[src/rtl/can_crc_sequencer.sv]
// can_crc_sequencer: parses CAN receive frames, sequences the external CRC-15 unit and checks the received CRC field and delimiter
module can_crc_sequencer #(
  parameter int MAX_DLC = 8
) (
  input  logic        clock,
  input  logic        RESET_N,
  input  logic        BIT_STB,
  input  logic        BITIN,
  input  logic        ABORT,
  input  logic [14:0] CRC_VAL,
  output logic        CRC_CLEAR,
  output logic        CRC_SHIFT,
  output logic        CRC_BITVAL,
  output logic        BUSY,
  output logic        IDE,
  output logic        RTR,
  output logic [3:0]  DLC,
  output logic        CRC_OK,
  output logic        CRC_ERR,
  output logic        FORM_ERR
);
  localparam logic [2:0] IDLE = 3'd0, HEADER = 3'd1, DATA = 3'd2, CRCF = 3'd3, DELIM = 3'd4;
  localparam logic [3:0] MAX4 = 4'(MAX_DLC);
  logic [2:0]  state_q, state_d;
  logic [5:0]  idx_q, idx_d;
  logic [6:0]  cnt_q, cnt_d;
  logic [3:0]  cidx_q, cidx_d;
  logic [14:0] rxcrc_q, rxcrc_d;
  logic        ide_q, ide_d, rtr_q, rtr_d;
  logic [3:0]  dlc_q, dlc_d;
  logic        shift_q, shift_d, bitval_q, bitval_d;
  logic        ok_q, ok_d, err_q, err_d, form_q, form_d;
  logic [3:0]  dlc_nx, nb;
  logic        dlc_bit, hdr_end;
  assign dlc_nx  = {dlc_q[2:0], BITIN};
  assign nb      = rtr_q ? 4'd0 : (dlc_nx > MAX4 ? MAX4 : dlc_nx);
  assign dlc_bit = ide_q ? (idx_q inside {[6'd35:6'd38]}) : (idx_q inside {[6'd15:6'd18]});
  assign hdr_end = ide_q ? (idx_q == 6'd38) : (idx_q == 6'd18);
  always_comb begin
    state_d  = state_q;
    idx_d    = idx_q;
    cnt_d    = cnt_q;
    cidx_d   = cidx_q;
    rxcrc_d  = rxcrc_q;
    ide_d    = ide_q;
    rtr_d    = rtr_q;
    dlc_d    = dlc_q;
    shift_d  = 1'b0;
    bitval_d = bitval_q;
    ok_d     = 1'b0;
    err_d    = 1'b0;
    form_d   = 1'b0;
    if (ABORT && state_q != IDLE) begin
      state_d = IDLE;
      idx_d   = 6'd0;
      cnt_d   = 7'd0;
      cidx_d  = 4'd0;
    end else if (BIT_STB) begin
      case (state_q)
        IDLE: if (!BITIN) begin
          state_d  = HEADER;
          idx_d    = 6'd1;
          cidx_d   = 4'd0;
          rxcrc_d  = 15'd0;
          ide_d    = 1'b0;
          rtr_d    = 1'b0;
          dlc_d    = 4'd0;
          shift_d  = 1'b1;
          bitval_d = 1'b0;
        end
        HEADER: begin
          shift_d  = 1'b1;
          bitval_d = BITIN;
          idx_d    = idx_q + 6'd1;
          // bit 12 is RTR for standard frames and SRR for extended ones; index 32 overrides it
          if (idx_q == 6'd12 || (ide_q && idx_q == 6'd32)) rtr_d = BITIN;
          if (idx_q == 6'd13) ide_d = BITIN;
          if (dlc_bit) dlc_d = dlc_nx;
          if (hdr_end) begin
            cnt_d   = {nb, 3'b000};
            state_d = (nb == 4'd0) ? CRCF : DATA;
          end
        end
        DATA: begin
          shift_d  = 1'b1;
          bitval_d = BITIN;
          cnt_d    = cnt_q - 7'd1;
          if (cnt_q == 7'd1) state_d = CRCF;
        end
        CRCF: begin
          rxcrc_d = {rxcrc_q[13:0], BITIN};
          cidx_d  = cidx_q + 4'd1;
          if (cidx_q == 4'd14) begin
            ok_d    = (rxcrc_d == CRC_VAL);
            err_d   = (rxcrc_d != CRC_VAL);
            cidx_d  = 4'd0;
            state_d = DELIM;
          end
        end
        DELIM: begin
          form_d  = !BITIN;
          state_d = IDLE;
        end
        default: state_d = IDLE;
      endcase
    end
  end
  always_ff @(posedge clock or negedge RESET_N) begin
    if (!RESET_N) begin
      state_q  <= IDLE;
      idx_q    <= 6'd0;
      cnt_q    <= 7'd0;
      cidx_q   <= 4'd0;
      rxcrc_q  <= 15'd0;
      ide_q    <= 1'b0;
      rtr_q    <= 1'b0;
      dlc_q    <= 4'd0;
      shift_q  <= 1'b0;
      bitval_q <= 1'b0;
      ok_q     <= 1'b0;
      err_q    <= 1'b0;
      form_q   <= 1'b0;
    end else begin
      state_q  <= state_d;
      idx_q    <= idx_d;
      cnt_q    <= cnt_d;
      cidx_q   <= cidx_d;
      rxcrc_q  <= rxcrc_d;
      ide_q    <= ide_d;
      rtr_q    <= rtr_d;
      dlc_q    <= dlc_d;
      shift_q  <= shift_d;
      bitval_q <= bitval_d;
      ok_q     <= ok_d;
      err_q    <= err_d;
      form_q   <= form_d;
    end
  end
  assign CRC_CLEAR  = (state_q == IDLE);
  assign BUSY       = (state_q != IDLE);
  assign CRC_SHIFT  = shift_q;
  assign CRC_BITVAL = bitval_q;
  assign IDE        = ide_q;
  assign RTR        = rtr_q;
  assign DLC        = dlc_q;
  assign CRC_OK     = ok_q;
  assign CRC_ERR    = err_q;
  assign FORM_ERR   = form_q;
endmodule

[config.mk]
export PLATFORM = sky130hd
export DESIGN_NAME = can_crc_sequencer
export DESIGN_NICKNAME = d
export VERILOG_FILES = /design/src/rtl/can_crc_sequencer.sv
export SDC_FILE = /design/constraint.sdc
export NUM_CORES = 1
export LEC_CHECK = 0
export BUFFER_PORTS_ARGS = -buffer_cell sky130_fd_sc_hd__buf_2
export CAP_MARGIN = 20
export CORE_MARGIN = 2
export CORE_UTILIZATION = 58
export DETAILED_ROUTE_END_ITERATION = 10
export PLACE_DENSITY = 0.8
export SLEW_MARGIN = 20
export SYNTH_ARGS = -nofsm -noshare
export SYNTH_HDL_FRONTEND = slang
export SYNTH_SLANG_ARGS = --single-unit
[constraint.sdc]
create_clock -name clock -period 2.15 [get_ports clock]
set_input_delay 0.1075 -clock clock [delete_from_list [all_inputs] [get_ports clock]]
set_output_delay 0.1075 -clock clock [all_outputs]
set_load 0.005 [all_outputs]
After elaboration in Yosys (flattened, before gate mapping) --
Cells that the tools add are included.
Storage, ports and cells: output and inout bits 13, logic and storage cells 119, flip-flop bits (word level) 45, input port bits 20
Operators by class: $add $sub $neg 3, reduce and logical (&&, ||, !) cells 26, equal/unequal tests 21, muxes and demuxes 50, $lt $le $gt $ge 5, bitwise operators 1
Operators by type and width (count):
- 4-bit two-way mux | 7
- 14-bit one-hot mux with 2 select lines | 1
- 7-bit two-way mux | 3
- 1-bit two-way mux | 20
- 5-bit AND reduction | 4
- 3-bit two-way mux | 6
- 6-bit two-way mux | 3
- 4-bit one-hot mux with 2 select lines | 2
- 15-bit == test | 1
- 15-bit inequality test | 1
- 14-bit two-way mux | 1
- 7-bit one-hot mux with 2 select lines | 1
- 6-bit by 4-bit == test with 1-bit output, second input constant | 2
- 6-bit == test, second input constant | 2
- 3-bit one-hot mux with 4 select lines | 1
- 6-bit one-hot mux with 2 select lines | 1
- 3-bit nonzero test | 4
- 3-bit inequality test, second input constant | 3
- 3-bit AND reduction | 3
- 2-bit inequality test, second input constant | 4
- 1-bit one-hot mux with 2 select lines | 4
- 4-bit AND reduction | 2
- 2-bit nonzero test | 4
- 7-bit by 1-bit == test with 1-bit output, second input constant | 1
- other kinds (21) | 25

Logic depth before layout (Yosys ltp) --
Gate-level depths: netlist of the first run.
depth after elaboration 9, mapped depth 8, depth with buffers taken out 7

Least setup slack after synthesis of the first run --
No wires, ideal clock.
path kind flip-flop to flip-flop, start point reg idx_q[0], end point reg dlc_q[0], in the netlist DLC[0], cell stages (with the launch flop) 6, required time 2.025 ns, slack 0.239 ns, period minus slack after synthesis 1.911 ns, arrival time 1.786 ns, path buffers 0, setup time 0.125 ns, cell sequence dfrtp_1 > ha_1 > nand2_2 > or4_4 > a41oi_2 > mux2_4
Between the ends: cells in the longest elaborated chain, start to end 5, elaborated cells on any way between the ends 9
Ends and longest elaborated chain:
- from (decl) | line 25 | logic [5:0] idx_q, idx_d;
- from (signal assigned) | line 125 | idx_q <= idx_d;
- 6-bit by 4-bit >= comparator with 1-bit output, or another cell as far along | line 37 | assign dlc_bit = ide_q ? (idx_q inside {[6'd35:6'd38]}) : (idx_q inside {[6'd15:6'd18]});
- 1-bit logical AND | line 37
- 1-bit two-way mux * | line 37
- 2-bit inequality test (no line) *
- 5-bit AND reduction (no line) *
- to (signal assigned) | line 131 | dlc_q <= dlc_d;
- to (decl) | line 30 | logic [3:0] dlc_q, dlc_d;
Mark *: on every way between the ends. The rest lies on a longest branch, timed or not. A chain may end at the register's enable or synchronous reset.

Worst setup path after layout of the first run --
start point reg state_q[2], end point reg state_q[0]
Between the ends: cells in the longest elaborated chain, start to end 4, elaborated cells on any way between the ends 15
Ends and longest elaborated chain:
- from (decl) | line 24 | logic [2:0] state_q, state_d;
- from (signal assigned) | line 124 | state_q <= state_d;
- 3-bit by 2-bit == test with 1-bit output, or another cell as far along | line 59 | case (state_q)
- 3-bit one-hot mux with 4 select lines / 1-bit logical AND (equally long branches) | line 59, 53
- 3-bit two-way mux, or another cell as far along | line 58 | end else if (BIT_STB) begin
- 3-bit two-way mux / 5-bit AND reduction (equally long branches)
Parallel ways exist; a longest one is shown, timed or not. The select of a mux whose other input is x is not followed.

==> results of run 1 <==
critical path: stages (launching register included):
cell and delay (ns):
dfrtp_1 0.40, or4b_4 0.57, a31o_1 0.24, or2_1 0.24, nand3_1 0.08, mux2_1 0.32
cells in the mapped netlist (all sizes together), types with 2 or more instances:
| library cell | number | area share |
|---|---|---|
| a31oi | 5 | 0.012 |
| o21ai | 40 | 0.075 |
| clkbuf | 4 | 0.0065 |
| or2 | 2 | 0.0047 |
| and3 | 2 | 0.0047 |
| xnor2 | 11 | 0.036 |
| nand3b | 4 | 0.011 |
| nand2 | 52 | 0.074 |
| a21o | 3 | 0.0084 |
| o22ai | 2 | 0.0047 |
| a21oi | 7 | 0.013 |
| or3 | 2 | 0.0047 |
| nor2 | 13 | 0.018 |
| o31ai | 6 | 0.017 |
| buf | 11 | 0.029 |
| nor4 | 5 | 0.012 |
| o211a | 2 | 0.0075 |
| nor4b | 2 | 0.0065 |
| nor3b | 2 | 0.0056 |
| a41oi | 2 | 0.0093 |
| mux2 | 4 | 0.018 |
| nand4 | 5 | 0.012 |
| inv | 13 | 0.018 |
| nor3 | 7 | 0.013 |
| ha | 8 | 0.037 |
| nand2b | 4 | 0.0093 |
| and2 | 5 | 0.013 |
| xor2 | 4 | 0.013 |
| mux2i | 3 | 0.011 |
| nor2b | 3 | 0.0070 |
| nand3 | 7 | 0.013 |
| dfrtp | 45 | 0.42 |
timing repair:
item / 4_1_cts / 5_1_grt
buffers inserted: 0 / 0
gates resized for setup: 0 / 0
endpoints found under the hold margin: 24 / 0
hold buffers: 1 / 0
power by group through the flow:
stage | sequential (mW) | combinational (mW) | clock [mW]
final | 1.19 | 1.39 | 0.530
after CTS | 1.19 | 1.39 | 0.537
after global routing | 1.22 | 1.56 | 0.565
after global placement | 1.19 | 1.34 | 0
after detailed placement | 1.20 | 1.37 | 0
after floorplan | 1.17 | 0.948 | 0
logic make-up after synthesis:
group | Yosys count | synth area share
multiplexers | 7 | 0.0294
flip-flops | 45 | 0.420
AND/OR/NAND/NOR | 120 | 0.228
buffers and inverters | 28 | 0.0537
AO/OA/AOI/OAI | 77 | 0.182
adder cells (fa/ha/maj) | 8 | 0.0374
XOR/XNOR | 15 | 0.0490
stage by stage:
stage / area, um^2 / hold slack (ns)
2_1_floorplan: 2680 / -0.188
3_3_place_gp: 2930 / 0.128
3_5_place_dp: 2930 / 0.128
4_1_cts: 3030 / 0.138
5_1_grt: 3030 / 0.149
6_report: 3030 / 0.146
cell type report:
cell class	count	area share
repair buffers	49	0.0959
multi-input cells	227	0.466
well taps	52	0.0215
clock buffers	7	0.0285
flip-flops and latches	45	0.372
inverters	13	0.0161
state kept, by name, summed over array words and instances (netlist names):
name        flops
rxcrc_q        14
DLC             4
CRC_BITVAL      1
CRC_SHIFT       1
cnt_q           7
IDE             1
RTR             1
CRC_ERR         1
FORM_ERR        1
idx_q           6
cidx_q          4
state_q         3
CRC_OK          1
layer usage:
layer  track usage  vias up
li1              -     1137
met1         0.310     1093
met2         0.394       64
met3        0.0375       10
met4        0.0901        0
met5             0        -
worst max-delay path by stage:
stage                                   to  slack [ns]  depth (start not counted)
global placement    state_q[0]$_DFFE_PN0P_        0.25                          5
global route        state_q[0]$_DFFE_PN0P_        0.07                          7
finish              state_q[0]$_DFFE_PN0P_        0.19                          5
CTS                 state_q[0]$_DFFE_PN0P_        0.20                          5
detailed placement  state_q[0]$_DFFE_PN0P_        0.22                          5
floorplan               DLC[0]$_DFFE_PN0P_        0.24                          5
==> impl_metrics.env, run 1 <==
export IMPL_status="finished clean"
export IMPL_fp_row_count=24
export IMPL_root_buffer="clkbuf_8"
export IMPL_min_delay_path_class="input pin to flip-flop"
export IMPL_ir_drop_v=0.000576
export IMPL_numCtsBuffers=5
export IMPL_tns_ns=0
export IMPL_hold_viol=0
export IMPL_slew_violations=0
export IMPL_async_flop_share=1.00
export IMPL_instances_no_fill=393
export IMPL_switching_share=0.400
export IMPL_pre_cts_ws_ns=0.221
export IMPL_met2WireLength_um=2790
export IMPL_ys_warn_count=0
export IMPL_dpl_cell_count=385
export IMPL_initial_core_util=0.607
export IMPL_p_switching_mw=1.24
export IMPL_power_leakage_nw=1.36
export IMPL_clock_path_buffers=2
export IMPL_min_to="FORM_ERR$_DFF_PN0_"
export IMPL_area_delta_synth_final_pct=12.9
export IMPL_grt_pass1_wl_um=9560
export IMPL_htreeDepth=2
export IMPL_dr_wl_met3_um=264
export IMPL_critPathLaunch="state_q[2]$_DFFE_PN0P_"
export IMPL_combPwrFrac=0.446
export IMPL_ys_seq_area_frac=0.420
export IMPL_arrival_ns=2.15
export IMPL_overflow=0
export IMPL_die_x_um=72.0
export IMPL_fin_util=0.685
export IMPL_synthFlopType="dfrtp_1"
export IMPL_max_slew_worst_pin_slew_ns=0.811
export IMPL_tritoncts="done"
export IMPL_grt_antenna_before_repair=0
export IMPL_maxCapViolations=0
export IMPL_diodes=0
export IMPL_fin_nets=369
export IMPL_p_total_mw=3.11
export IMPL_ys_seq_elements=45
export IMPL_fillCellCount=360
export IMPL_min_delay_start="BIT_STB"
export IMPL_crit_fanout=4
export IMPL_final_cell_mix="51 x nand2_1, 45 x dfrtp_1, 38 x o21ai_0"
export IMPL_cts_sinks=45
export IMPL_crit_type="flip-flop to flip-flop"
export IMPL_p_clk_frac=0.170
export IMPL_dp_hpwl_um=4090
export IMPL_synth_nets=328
export IMPL_reg2reg_slack_ns=0.19
export IMPL_synth_area_um2=2680
export IMPL_place_congestion=0.882
export IMPL_final_common_cell="nand2_1"
export IMPL_dr_total_vias=2304
export IMPL_fin_crit_ns=1.96
export IMPL_totalWireLength_um=5770
export IMPL_grt_pass1_vias=2086
export IMPL_routedWlPerCell_um=14.7
export IMPL_die_area_um2=5180
export IMPL_required_ns=2.34
export IMPL_seqPwrFrac=0.384
export IMPL_met1_length_um=2620
export IMPL_p_int_mw=1.87
export IMPL_rsz0062_at_grt="false"
export IMPL_drt_first_pass_iters=4
export IMPL_seq_area_um2=1130
export IMPL_fmax_mhz=509
export IMPL_top_layer="met4"
export IMPL_start_kind="flip-flop"
export IMPL_setup_slack_ns=0.186
export IMPL_drt_iter0_drc=175
export IMPL_worst_r2r_endpoint="state_q[0]$_DFFE_PN0P_"
export IMPL_gr_usage_all_layers=0.236
export IMPL_min_period_over_period=0.914
export IMPL_worstHoldPathCells=3
export IMPL_viasPerCell=5.86
export IMPL_r2r_cells=5
export IMPL_synth_cells=300
export IMPL_synth_edf_count=0
export IMPL_p_per_area_nw_per_um2=1030
export IMPL_drcViolationCount=0
export IMPL_finalSetupViolCount=0
export IMPL_avgSynthCellArea_um2=8.93
export IMPL_grt_max_degree=29
export IMPL_cp_end_kind="flip-flop"
export IMPL_skew_ns=0.00368
export IMPL_multi_input_area_um2=1410
export IMPL_dieHeight_um=72.0
export IMPL_synth_cell_types=58
export IMPL_timing_rr_start="state_q[2]$_DFFE_PN0P_"
export IMPL_place_port_buffers=32
export IMPL_max_slew_margin=0.452
export IMPL_clock_latency_ns=0.30
export IMPL_path_clk_slew_ns=0.08
export IMPL_io_pin_count=33
export IMPL_drive_above_1_share=0.199
export IMPL_fp_coreArea_um2=4410
export IMPL_drtAntennaViolNets=0
(Power assumes the default switching activity.)
==> run 2: changes to the inputs <==
- ABC_AREA: default -> 1
- CAP_MARGIN: 20 -> 0
- PLACE_DENSITY: 0.8 -> 0.79
==> run 2 against run 1 <==
Via count increased by 6.5%. Register-to-register slack improved by 0.11 ns. Die area is 2.8% higher. Worst setup slack improved by 0.11 ns. Maximum frequency is 6.2% higher. Power is 2.7% higher. Sequential cell count is the same. Clock skew grew 0.0046 ns. Highest routed layer unchanged. Final cell count is 13% higher. Largest power group unchanged. Critical path type unchanged. Non-clock buffer count decreased by 12. Global-route usage is 1.5 points higher. Combinational power barely moved.
==> impl_metrics.env, run 2 <==
export IMPL_fmax_mhz=540
export IMPL_worst_r2r_endpoint="DLC[1]$_DFFE_PN0P_"
export IMPL_required_ns=2.35
export IMPL_root_buffer="clkbuf_8"
export IMPL_holdWs_ns=0.137
export IMPL_async_flop_share=1.00
export IMPL_avgSynthCellArea_um2=7.71
export IMPL_fin_util=0.658
export IMPL_htreeDepth=2
export IMPL_grt_pass1_wl_um=10300
export IMPL_cts_setup_buffers=0
export IMPL_drtAntennaViolNets=0
export IMPL_reg2reg_slack_ns=0.30
export IMPL_gr_usage_all_layers=0.251
export IMPL_grt_pass1_vias=2209
export IMPL_r2r_cells=10
export IMPL_totalWireLength_um=6190
export IMPL_place_congestion=0.966
export IMPL_ys_seq_area_frac=0.408
export IMPL_crit_fanout=22
export IMPL_min_to="rxcrc_q[0]$_DFFE_PN0P_"
export IMPL_max_slew_margin=0.743
export IMPL_timing_rr_start="state_q[2]$_DFFE_PN0P_"
export IMPL_ys_seq_elements=45
export IMPL_drt_iter0_drc=181
export IMPL_netlist_top_cells_count="81 x nand2_1, 54 x nand3_1, 45 x dfrtp_1"
export IMPL_crit_path_frequent_cell="nand2_1"
export IMPL_finalSetupViolCount=0
export IMPL_io_pin_count=33
export IMPL_min_delay_start="BITIN"
export IMPL_cp_end_kind="flip-flop"
export IMPL_diodes=0
export IMPL_synth_edf_count=0
export IMPL_numCtsBuffers=5
export IMPL_routedWlPerCell_um=13.9
export IMPL_reg_top3="rxcrc_q (14), cnt_q (7), idx_q (6)"
export IMPL_fp_row_count=25
export IMPL_clock_latency_ns=0.30
export IMPL_placed_area_um2=2950
export IMPL_start_kind="flip-flop"
export IMPL_power_leakage_nw=1.60
export IMPL_synth_cell_types=29
export IMPL_dieHeight_um=73.0
export IMPL_viasPerCell=5.50
export IMPL_fp_coreArea_um2=4660
export IMPL_slew_violations=0
export IMPL_synth_area_top_cells="dfrtp_1 41%, nand2_1 11%, nand3_1 9.8%"
export IMPL_critPathBufInv=2
export IMPL_fillCellCount=414
export IMPL_arrival_ns=2.05
export IMPL_initial_core_util=0.592
export IMPL_drcViolationCount=0
export IMPL_skew_ns=0.00825
export IMPL_max_slew_worst_pin_slew_ns=0.385
export IMPL_final_common_cell="nand2_1"
export IMPL_synthFlopType="dfrtp_1"
export IMPL_path_delay_family="simple AND/OR/NAND/NOR gates"
export IMPL_drt_first_pass_iters=4
export IMPL_tns_ns=0
export IMPL_netlist_area_leader_share=0.408
export IMPL_yosysMostFrequentCell="nand2_1"
export IMPL_ir_drop_v=0.000683
export IMPL_synth_area_um2=2760
export IMPL_rsz0062_at_grt="false"
export IMPL_path_clk_slew_ns=0.09
export IMPL_fin_crit_ns=1.85
export IMPL_die_x_um=73.0
export IMPL_synth_nets=386
export IMPL_max_stage_delay_ns=0.47
export IMPL_clock_path_buffers=2
export IMPL_final_cell_mix="81 x nand2_1, 54 x nand3_1, 45 x dfrtp_1"
export IMPL_drive_above_1_share=0.166
export IMPL_synth_cells=358
export IMPL_p_total_mw=3.19
export IMPL_regMostFlops="rxcrc_q"
export IMPL_largest_reg_flops=14
export IMPL_worstHoldPathCells=3
export IMPL_synth_largest_area_cell="dfrtp_1"
export IMPL_multi_input_area_um2=1430
export IMPL_grt_max_degree=23
export IMPL_fin_nets=419
export IMPL_crit_type="flip-flop to flip-flop"
export IMPL_status="finished clean"
export IMPL_dp_hpwl_um=4610
export IMPL_maxCapViolations=0
export IMPL_area_delta_synth_final_pct=11.2
export IMPL_tritoncts="done"
export IMPL_p_per_area_nw_per_um2=1040
export IMPL_ys_warn_count=0
export IMPL_final_area_um2=3070
export IMPL_hold_viol=0
export IMPL_seq_area_um2=1130
export IMPL_cp_cell_sequence="nor2_4 > nand2_4 > nand2_4 > nand2_1 > inv_2 > nand3_1 > clkinv_2 > nand2_2 > nand2_1 > nand2_1"
export IMPL_dr_total_vias=2453
export IMPL_min_delay_path_class="input pin to flip-flop"
export IMPL_ctsResizeCount=0
export IMPL_slowest_stage="dfrtp_1"
export IMPL_overflow=0
export IMPL_min_period_over_period=0.861
export IMPL_cts_sinks=45
export IMPL_die_area_um2=5320
export IMPL_place_port_buffers=32
export IMPL_grt_antenna_before_repair=0
run 2: final cells by class:
| type | count | share of cell area |
|---|---|---|
| well taps | 54 | 0.0220 |
| flip-flops and latches | 45 | 0.367 |
| clock buffers | 6 | 0.0237 |
| inverters | 34 | 0.0428 |
| multi-input cells | 268 | 0.467 |
| repair buffers | 37 | 0.0653 |
| clock inverters | 2 | 0.0126 |
run 2: power by group:
group / internal (mW) / leakage, nW / switching, mW
sequential: 0.989 / 0.616 / 0.160
combinational: 0.449 / 0.931 / 0.949
clock: 0.349 / 0.0554 / 0.296
run 2: logic make-up (layout without fill, tap and decap cells):
group / Yosys count / after routing / share of synthesized area
and+or+nand+nor: 191 / 191 / 0.322
DFF: 45 / 45 / 0.408
AOI/OAI and AO/OA: 46 / 46 / 0.0880
adders and majority gates: 8 / 8 / 0.0363
xor gates and xnor gates: 23 / 23 / 0.0730
buffers and inverters: 45 / 79 / 0.0730
run 2: worst max path at each step:
stage                     cells past startpoint  slack (ns)                 endpoint                   start
after floorplan                              10        0.73    cidx_q[0]$_DFFE_PN0P_  state_q[2]$_DFFE_PN0P_
after global placement                        7        0.44  rxcrc_q[10]$_DFFE_PN0P_  state_q[2]$_DFFE_PN0P_
after detailed placement                     10        0.32       DLC[1]$_DFFE_PN0P_  state_q[2]$_DFFE_PN0P_
after CTS                                    10        0.30       DLC[1]$_DFFE_PN0P_  state_q[2]$_DFFE_PN0P_
after global routing                          7        0.13   rxcrc_q[4]$_DFFE_PN0P_  state_q[2]$_DFFE_PN0P_
final                                        10        0.30       DLC[1]$_DFFE_PN0P_  state_q[2]$_DFFE_PN0P_
run 2: routing by layer:
metal,up-vias,global-route usage,share of wire
met4,0,0.0761,0.020
li1,1234,-,-
met5,-,0,0
met3,12,0.0483,0.052
met1,1132,0.351,0.46
met2,75,0.397,0.47
run 2: metrics by stage:
| step | setup slack [ns] | std cells |
|---|---|---|
| finish | 0.300 | 446 |
| floorplan | 0.735 | 358 |
| global placement | 0.435 | 437 |
| detailed placement | 0.319 | 437 |
| CTS | 0.299 | 446 |
| global route | 0.129 | 446 |
run 2: repair_timing:
action	4_1_cts	5_1_grt
setup endpoints to repair	0	0
hold buffers	1	0
hold endpoints to repair	15	0
run 2: worst register-to-register path: stages (launching register included):
cell and delay, ns:
dfrtp_1 0.47, nor2_4 0.23, nand2_4 0.10, nand2_4 0.21
nand2_1 0.14, inv_2 0.10, nand3_1 0.13, clkinv_2 0.14
nand2_2 0.09, nand2_1 0.08, nand2_1 0.05
==> run 3: changes to the inputs <==
- MAX_ROUTING_LAYER: default -> met4
- SETUP_SLACK_MARGIN: default -> 0.4
==> run 3 against run 2 <==
Sequential cell count unchanged. Critical path depth decreased by 3. Maximum frequency increased by 11%. Critical path type unchanged. Global-route usage up 0.75 points. Worst setup slack gained 0.18 ns. Hold slack got worse by 0.0020 ns. Clock skew increased by 0.0036 ns.
==> impl_metrics.env, run 3 (same netlist as run 2, synthesis figures left out) <==
export IMPL_skew_ns=0.0118
export IMPL_drt_iter0_drc=214
export IMPL_fin_nets=421
export IMPL_tritoncts="done"
export IMPL_power_leakage_nw=1.61
export IMPL_fmax_mhz=599
export IMPL_final_common_cell="nand2_1"
export IMPL_min_delay_path_class="input pin to flip-flop"
export IMPL_diodes=0
export IMPL_die_area_um2=5320
export IMPL_regMostFlops="rxcrc_q"
export IMPL_crit_type="flip-flop to flip-flop"
export IMPL_crit_fanout=9
export IMPL_htreeDepth=2
export IMPL_finalSetupViolCount=0
export IMPL_maxCapViolations=0
export IMPL_slew_violations=0
export IMPL_io_pin_count=33
export IMPL_max_stage_delay_ns=0.46
export IMPL_grt_pass1_wl_um=10300
export IMPL_dpl_cell_count=437
export IMPL_root_buffer="clkbuf_8"
export IMPL_grt_pass1_vias=2215
export IMPL_max_slew_margin=0.738
export IMPL_ir_drop_v=0.000713
export IMPL_die_x_um=73.0
export IMPL_min_period_over_period=0.777
export IMPL_instances_no_fill=448
export IMPL_largest_reg_flops=14
export IMPL_cp_end_kind="flip-flop"
export IMPL_drtAntennaViolNets=0
export IMPL_rsz0062_at_grt="true"
export IMPL_overflow=0
export IMPL_final_cell_mix="80 x nand2_1, 53 x nand3_1, 44 x dfrtp_1"
export IMPL_dp_hpwl_um=4610
export IMPL_arrival_ns=1.88
export IMPL_path_clk_slew_ns=0.09
export IMPL_place_port_buffers=32
export IMPL_fin_crit_ns=1.67
export IMPL_cts_sinks=45
export IMPL_drive_above_1_share=0.178
export IMPL_status="finished clean"
export IMPL_place_congestion=0.983
export IMPL_drcViolationCount=0
export IMPL_cp_cell_sequence="nor2_4 > nand2_2 > nor2_2 > nand3_2 > nand3_1 > nand2_1 > o21ai_0"
export IMPL_holdWs_ns=0.135
export IMPL_grt_antenna_before_repair=0
export IMPL_area_delta_synth_final_pct=12.9
export IMPL_dr_total_vias=2527
export IMPL_start_kind="flip-flop"
export IMPL_reg_top3="rxcrc_q (14), cnt_q (7), idx_q (6)"
export IMPL_numCtsBuffers=5
export IMPL_clock_latency_ns=0.30
export IMPL_gr_usage_all_layers=0.258
export IMPL_dieHeight_um=73.0
export IMPL_critPathBufInv=0
export IMPL_slowest_stage="dfrtp_2"
export IMPL_drt_first_pass_iters=4
export IMPL_required_ns=2.36
export IMPL_initial_core_util=0.592
export IMPL_fp_row_count=25
export IMPL_viasPerCell=5.64
export IMPL_p_per_area_nw_per_um2=1050
export IMPL_path_delay_family="simple AND/OR/NAND/NOR gates"
export IMPL_tns_ns=0
export IMPL_clock_path_buffers=2
export IMPL_grt_max_degree=23
export IMPL_fp_coreArea_um2=4660
export IMPL_routedWlPerCell_um=14.3
export IMPL_max_slew_worst_pin_slew_ns=0.394
export IMPL_hold_viol=0
export IMPL_totalWireLength_um=6410
-- run 3: cell types whose count changed in the layout (fill, tap and decap cells not counted), sizes merged --
cell / delta
buf: +1
clkinv: -1
inv: +1
nor2: +1
-- run 3: metrics by stage --
stage	area, um^2	worst slack (ns)	util	total power, mW
detailed placement	2950	0.319	0.632	2.54
finish	3110	0.479	0.668	3.27
CTS	3080	0.446	0.662	3.22
floorplan	2760	0.735	-	2.19
global placement	2950	0.435	0.632	2.49
global route	3110	0.363	0.668	3.50
-- run 3: layer usage --
metal / routed length, um / vias to the layer above / GRT usage
met2: 3070 / 98 / 0.396
li1: - / 1244 / -
met5: 0 / - / -
met4: 111 / 0 / 0.0782
met3: 447 / 11 / 0.0497
met1: 2780 / 1174 / 0.350
-- run 3: final cells by class --
cell class / count / area, um^2
Fill cell: 408 / 1550
Timing Repair Buffer: 38 / 208
Tap cell: 54 / 67.6
Inverter: 34 / 133
Sequential cell: 45 / 1130
Clock inverter: 2 / 38.8
Multi-Input combinational cell: 269 / 1470
Clock buffer: 6 / 72.6
-- run 3: where the power goes --
group          switching [mW]  internal, mW
Combinational           0.996         0.473
Sequential              0.159         0.989
Clock                   0.300         0.349
-- run 3: path summary, 6_finish.rpt --
path | from | end | slack (ns) | cells after the start
min reg2reg | DLC[3]$_DFFE_PN0P_ | DLC[3]$_DFFE_PN0P_ | 0.48 | 2
max reg2reg | state_q[2]$_DFFE_PN0P_ | state_q[0]$_DFFE_PN0P_ | 0.48 | 7
min | BITIN | rxcrc_q[0]$_DFFE_PN0P_ | 0.14 | 3
min in group asynchronous | RESET_N | idx_q[0]$_DFFE_PN0P_ | 0.27 | 2
max | state_q[2]$_DFFE_PN0P_ | state_q[0]$_DFFE_PN0P_ | 0.48 | 7
max in group asynchronous | RESET_N | state_q[2]$_DFFE_PN0P_ | 1.29 | 3
-- run 3: tightest hold or removal path, stage by stage --
cell     delay [ns]
buf_2          0.16
nand3_1        0.09
nand2_1        0.04
-- run 3: repair_timing --
item	in CTS	in global routing
gates cloned	0	1
setup endpoints to repair	20	26
hold buffers	1	0
gates resized for setup	1	6
pin swaps	1	2
hold endpoints to repair	15	0
buffers inserted	1	0
